`config.mk`:
```
export PLATFORM = sky130hd
export DESIGN_NAME = ysyx_22041207_rd_arbiter
export DESIGN_NICKNAME = d
export VERILOG_FILES = /design/src/rtl/ysyx_22041207_pkg.sv /design/src/rtl/ysyx_22041207_rd_arbiter.sv
export SDC_FILE = /design/constraint.sdc
export NUM_CORES = 1
export LEC_CHECK = 0
export ABC_CLOCK_PERIOD_IN_PS = 1500
export CORE_AREA = 2 2 139 141
export CTS_CLUSTER_DIAMETER = 40
export DETAILED_ROUTE_END_ITERATION = 12
export DIE_AREA = 0 0 141 143
export GPL_TIMING_DRIVEN = 0
export PLACE_DENSITY = 0.6
export SYNTH_ARGS = -nofsm -noshare
export SYNTH_HDL_FRONTEND = slang
export SYNTH_SLANG_ARGS = --single-unit
```
`constraint.sdc`:
```
create_clock -name clk -period 1.5 [get_ports clk]
set_input_delay 0.3 -clock clk [delete_from_list [all_inputs] [get_ports clk]]
set_output_delay 0.3 -clock clk [all_outputs]
set_load 0.02 [all_outputs]
```
`src/rtl/ysyx_22041207_pkg.sv`:
```
// Shared types and constants for the ysyx_22041207 memory-side blocks.
package ysyx_22041207_pkg;

  // Read arbiter transaction phases: wait for a request, present the
  // address downstream, then forward the returning data to the owner.
  typedef enum logic [1:0] {
    RD_IDLE = 2'd0,
    RD_ADDR = 2'd1,
    RD_DATA = 2'd2
  } rd_state_e;

  // Owner id of the outstanding read transaction.
  localparam logic OWN_IF = 1'b0;
  localparam logic OWN_LS = 1'b1;

endpackage

```
`src/rtl/ysyx_22041207_rd_arbiter.sv`:
```
// Two-requester (IF / LS) read arbiter with a single outstanding transaction.
// LS normally wins; a saturating streak counter lets a waiting IF through
// after MAX_LS_STREAK back-to-back LS grants so instruction fetch never starves.
module ysyx_22041207_rd_arbiter
  import ysyx_22041207_pkg::*;
#(
  parameter int ADDR_W        = 64,
  parameter int DATA_W        = 64,
  parameter int MAX_LS_STREAK = 4
) (
  input  logic              clk,
  input  logic              rst_n,
  input  logic              if_r_valid_i,
  output logic              if_r_ready_o,
  input  logic [ADDR_W-1:0] if_r_addr_i,
  input  logic [7:0]        if_r_size_i,
  output logic              if_data_valid_o,
  input  logic              if_data_ready_i,
  input  logic              ls_r_valid_i,
  output logic              ls_r_ready_o,
  input  logic [ADDR_W-1:0] ls_r_addr_i,
  input  logic [7:0]        ls_r_size_i,
  output logic              ls_data_valid_o,
  input  logic              ls_data_ready_i,
  output logic [DATA_W-1:0] s_data_read_o,
  output logic              m_r_valid_o,
  input  logic              m_r_ready_i,
  output logic [ADDR_W-1:0] m_r_addr_o,
  output logic [7:0]        m_r_size_o,
  input  logic              m_data_valid_i,
  output logic              m_data_ready_o,
  input  logic [DATA_W-1:0] m_data_read_i
);

  localparam int STREAK_W = (MAX_LS_STREAK < 1) ? 1 : $clog2(MAX_LS_STREAK + 1);
  localparam logic [STREAK_W-1:0] STREAK_MAX = STREAK_W'(MAX_LS_STREAK);
  localparam logic [STREAK_W-1:0] STREAK_ONE = STREAK_W'(1);

  rd_state_e           state_r;
  rd_state_e           state_s;
  logic                owner_r;
  logic [ADDR_W-1:0]   addr_r;
  logic [7:0]          size_r;
  logic [STREAK_W-1:0] streak_r;
  logic                grant_s;
  logic                win_ls_s;
  logic                owner_rdy_s;
  logic                data_done_s;

  // LS wins unless IF is waiting and LS has already used its full streak.
  function automatic logic pick_ls(input logic if_v, input logic ls_v,
                                   input logic streak_full);
    return ls_v && !(if_v && streak_full);
  endfunction

  // Winner selection and data-phase handshake terms.
  always_comb begin
    win_ls_s    = pick_ls(if_r_valid_i, ls_r_valid_i, streak_r == STREAK_MAX);
    owner_rdy_s = (owner_r == OWN_LS) ? ls_data_ready_i : if_data_ready_i;
    data_done_s = (state_r == RD_DATA) && m_data_valid_i && owner_rdy_s;
  end

  // Next-state logic; a grant only ever happens from IDLE.
  always_comb begin
    state_s = state_r;
    grant_s = 1'b0;
    case (state_r)
      RD_IDLE: begin
        if (if_r_valid_i || ls_r_valid_i) begin
          grant_s = 1'b1;
          state_s = RD_ADDR;
        end else begin
          state_s = RD_IDLE;
        end
      end
      RD_ADDR: begin
        if (m_r_ready_i) begin
          state_s = RD_DATA;
        end else begin
          state_s = RD_ADDR;
        end
      end
      RD_DATA: begin
        if (data_done_s) begin
          state_s = RD_IDLE;
        end else begin
          state_s = RD_DATA;
        end
      end
      default: state_s = RD_IDLE;
    endcase
  end

  // State, captured request and fairness streak; reset drops any transaction.
  always_ff @(posedge clk) begin
    if (!rst_n) begin
      state_r  <= RD_IDLE;
      owner_r  <= OWN_IF;
      addr_r   <= '0;
      size_r   <= 8'h00;
      streak_r <= '0;
    end else begin
      state_r <= state_s;
      if (grant_s) begin
        owner_r <= win_ls_s ? OWN_LS : OWN_IF;
        addr_r  <= win_ls_s ? ls_r_addr_i : if_r_addr_i;
        size_r  <= win_ls_s ? ls_r_size_i : if_r_size_i;
        if (!win_ls_s) begin
          streak_r <= '0;
        end else if (if_r_valid_i && (streak_r != STREAK_MAX)) begin
          streak_r <= streak_r + STREAK_ONE;
        end else begin
          streak_r <= streak_r;
        end
      end
    end
  end

  assign if_r_ready_o    = grant_s && !win_ls_s;
  assign ls_r_ready_o    = grant_s && win_ls_s;
  assign m_r_valid_o     = (state_r == RD_ADDR);
  assign m_r_addr_o      = addr_r;
  assign m_r_size_o      = size_r;
  assign m_data_ready_o  = (state_r == RD_DATA) && owner_rdy_s;
  assign if_data_valid_o = (state_r == RD_DATA) && (owner_r == OWN_IF) && m_data_valid_i;
  assign ls_data_valid_o = (state_r == RD_DATA) && (owner_r == OWN_LS) && m_data_valid_i;
  assign s_data_read_o   = m_data_read_i;

endmodule

```
==> flow_summary_export.csv, run 1 <==
group,metric,value,unit
timing,whs,488,ps
die,die_h,143,µm
flow_run,maxCapViolations,0,
worst_setup_path,cp_num_buf_inv,2,
worst_setup_path,critPathRequiredTime,1200,ps
timing,finalClockSkew,6.20,ps
timing,rsz0062_at_grt,"true",
die,initial_utilization,0.226,
synth,synthCells,529,
die,rows,50,
timing,finalHoldViolCount,0,
worst_hold_path,hold_path.class,"reg2reg",
worst_setup_path,crit_path_max_fanout,3,
finish,fin_area,0.00808,mm²
routing,vias,5341,
routing,first_pass_iters,4,
synth,syn_avg_cell_area,7.95,µm²
cts,cts-htree-levels,3,
worst_setup_path,critical_path.max_stage_delay,340,ps
power_and_ir_drop,leakagePower,3.29,nW
placement,gp_congestion,0.768,
placement,hpwlAfterDp,13.9,mm
global_route,grt_overflow,0,
timing,finalSetupViolations,4,
die,die_w,141,µm
die,ios,358,
die,core_area,0.0186,mm²
global_route,grt_max_degree,15,
finish,final_common_cell,"clkdlybuf4s50_1",
finish,layout-drive-gt1-share,0.220,
timing,min_period,1680,ps
global_route,grt_pass1_vias,5271,
global_route,antenna_found_initial,0,
worst_setup_path,worstPathCellList,"inv_2, ha_4, a21bo_4, and2_4, buf_6",
cts,cts_tree,"built",
power_and_ir_drop,power_density,873,mW/mm²
outcome,violations,"negative setup slack",
synth,synth_top_area_share,0.371,
global_route,grtUsageTotal,0.178,
synth,ys_types,30,
routing,initialDrtViolationCount,253,
routing,wl,19.0,mm
synth,seq_area_frac_synth,0.371,
finish,final_cell_mix,"clkdlybuf4s50_1, buf_4, dlygate4sd2_1, dfxtp_1",
finish,antenna_cells,0,
synth,syn-num-nets,747,
synth,synth_area,0.00421,mm²
timing,max_slew_margin,0.659,
timing,fmax,594,MHz
routing,antenna_left,0,
placement,port_buffers,293,
timing,slew_viol_final,0,
worst_setup_path,crit_family,"flip-flops",
cts,clk_path_buf_depth,2,
cts,clock_latency,340,ps
timing,min_period_over_period,1.12,
synth,yosys_warnings,0,
worst_setup_path,crit_path_end_kind,"primary output",
routing,drc_errors,0,
cts,clock_sinks,78,
worst_setup_path,crit_arrival,1380,ps
global_route,grt_pass1_wl,28.0,mm
power_and_ir_drop,ir_drop,488,µV
cts,cts-root-buf,"clkbuf_16",
placement,place_area,0.00743,mm²
worst_setup_path,cp_slowest_cell,"dfxtp_2",
cts,clkTransAtPathRegs,60,ps
finish,finalNetCount,1070,
routing,routedWlPerCell,17.5,µm
routing,viasPerCell,4.90,
timing,fin_ws,-184,ps
outcome,status,"complete, but fails checks",
synth,ys_ff_latch,78,
timing,tightest_slew,512,ps
worst_setup_path,worstSetupPathType,"reg2out",
die,die_area,0.0202,mm²
finish,area_growth_syn_to_layout,92.1,%
synth,yosys-top-cells-area,"dfxtp_1, buf_4, a31oi_1, nand4_1, nand3_1",
worst_setup_path,worstSetupStartpointType,"register",
synth,yosysTopAreaCell,"dfxtp_1",
cts,numCtsBuffers,9,
layer usage:
layer  GRT usage  up-vias  part of all wire
li1            -     2585                 -
met1       0.208     2495              0.40
met2       0.314      237              0.51
met3      0.0537       24             0.073
met4      0.0553        0             0.018
met5           0        -                 0
worst reg2reg max path, cell delays in order, from the launching register on:
cell and delay [ps]:
dfxtp_4 370, nor3b_4 240, buf_6 140, buf_4 210, buf_4 220, nand3_1 110, a31oi_1 150
synth_stat cells:
master / count
nand3_1: 73
buf_2: 12
nor2_4: 1
a21oi_1: 2
a31oi_1: 72
nor4bb_1: 1
and2_1: 1
a21bo_1: 1
nand4_1: 72
clkbuf_1: 30
buf_4: 77
mux2i_1: 2
dfxtp_1: 78
xnor2_1: 2
ha_1: 2
o21ai_1: 73
nor3b_2: 1
nor2_1: 3
nor2b_1: 3
or2_1: 1
nand2b_1: 1
buf_1: 7
inv_2: 1
and3_1: 1
o21a_1: 1
nor3_1: 4
o21ai_0: 1
nand3_2: 1
nand2_1: 1
inv_1: 4
final timing paths:
kind | from | to | slack [ps] | cells past startpoint
setup / recovery | streak_r[0] | if_r_ready_o | -180 | 5
hold / removal | m_r_addr_o[40] | m_r_addr_o[40] | 490 | 2
setup reg to reg | state_r[1] | m_r_addr_o[22] | 0 | 6
hold reg to reg | m_r_addr_o[40] | m_r_addr_o[40] | 490 | 2
power breakdown:
group          total [mW]  switching, mW  internal (mW)
Clock                2.33          0.883           1.45
Combinational        2.36           1.18           1.18
Sequential           2.36          0.102           2.26
flip-flops by register name, indices dropped and copies added (netlist names):
name and flops:
streak_r 3, m_r_addr_o 64, m_r_size_o 8, state_r 2
owner_r 1
per-stage QoR:
step	util	TNS (ps)	power, mW	worst slack, ps	std cells
finish	0.435	-398	7.05	-184	1090
global route	0.435	-2700	7.39	-236	1090
CTS	0.427	-624	7.09	-260	1084
detailed placement	0.400	-46480	4.72	-1190	1056
global placement	0.400	-45600	4.71	-1200	1056
floorplan	-	0	3.52	23.0	529
repair_timing:
item / 4_1_cts / 5_1_grt
buffers inserted: 13 / 8
pin swaps: 5 / 4
endpoints found under the hold margin: 0 / 0
resized for setup: 183 / 32
hold buffers: 0 / 0
gates cloned: 1 / 0
endpoints found under the setup margin: 152 / 76
cell families after synthesis:
| kind of cell | Yosys count | share of synthesized area |
|---|---|---|
| and+or+nand+nor | 164 | 0.223 |
| AOI/OAI and AO/OA | 150 | 0.202 |
| buffers and inverters | 131 | 0.189 |
| DFF | 78 | 0.371 |
| xor gates and xnor gates | 2 | 0.00416 |
| muxes | 2 | 0.00476 |
| adders and majority gates | 2 | 0.00595 |
layout make-up:
| cell class | instances | area (µm²) |
|---|---|---|
| Buffer | 124 | 903 |
| Clock buffer | 11 | 233 |
| Clock inverter | 4 | 72.6 |
| Fill cell | 1900 | 10500 |
| Inverter | 5 | 18.8 |
| Multi-Input combinational cell | 320 | 1980 |
| Sequential cell | 78 | 1580 |
| Tap cell | 234 | 293 |
| Timing Repair Buffer | 314 | 3010 |
Power figures use the tool's default switching activity.
==> run 2, diff against run 1 <==
--- a/config.mk
+++ b/config.mk
@@ -11,6 +11,7 @@
 export DETAILED_ROUTE_END_ITERATION = 12
 export DIE_AREA = 0 0 141 143
 export GPL_TIMING_DRIVEN = 0
+export HOLD_SLACK_MARGIN = 0.05
 export PLACE_DENSITY = 0.6
 export SYNTH_ARGS = -nofsm -noshare
 export SYNTH_HDL_FRONTEND = slang
==> results of run 2 <==
Same layout as run 1: the final DEF is identical, and so are final timing and power.
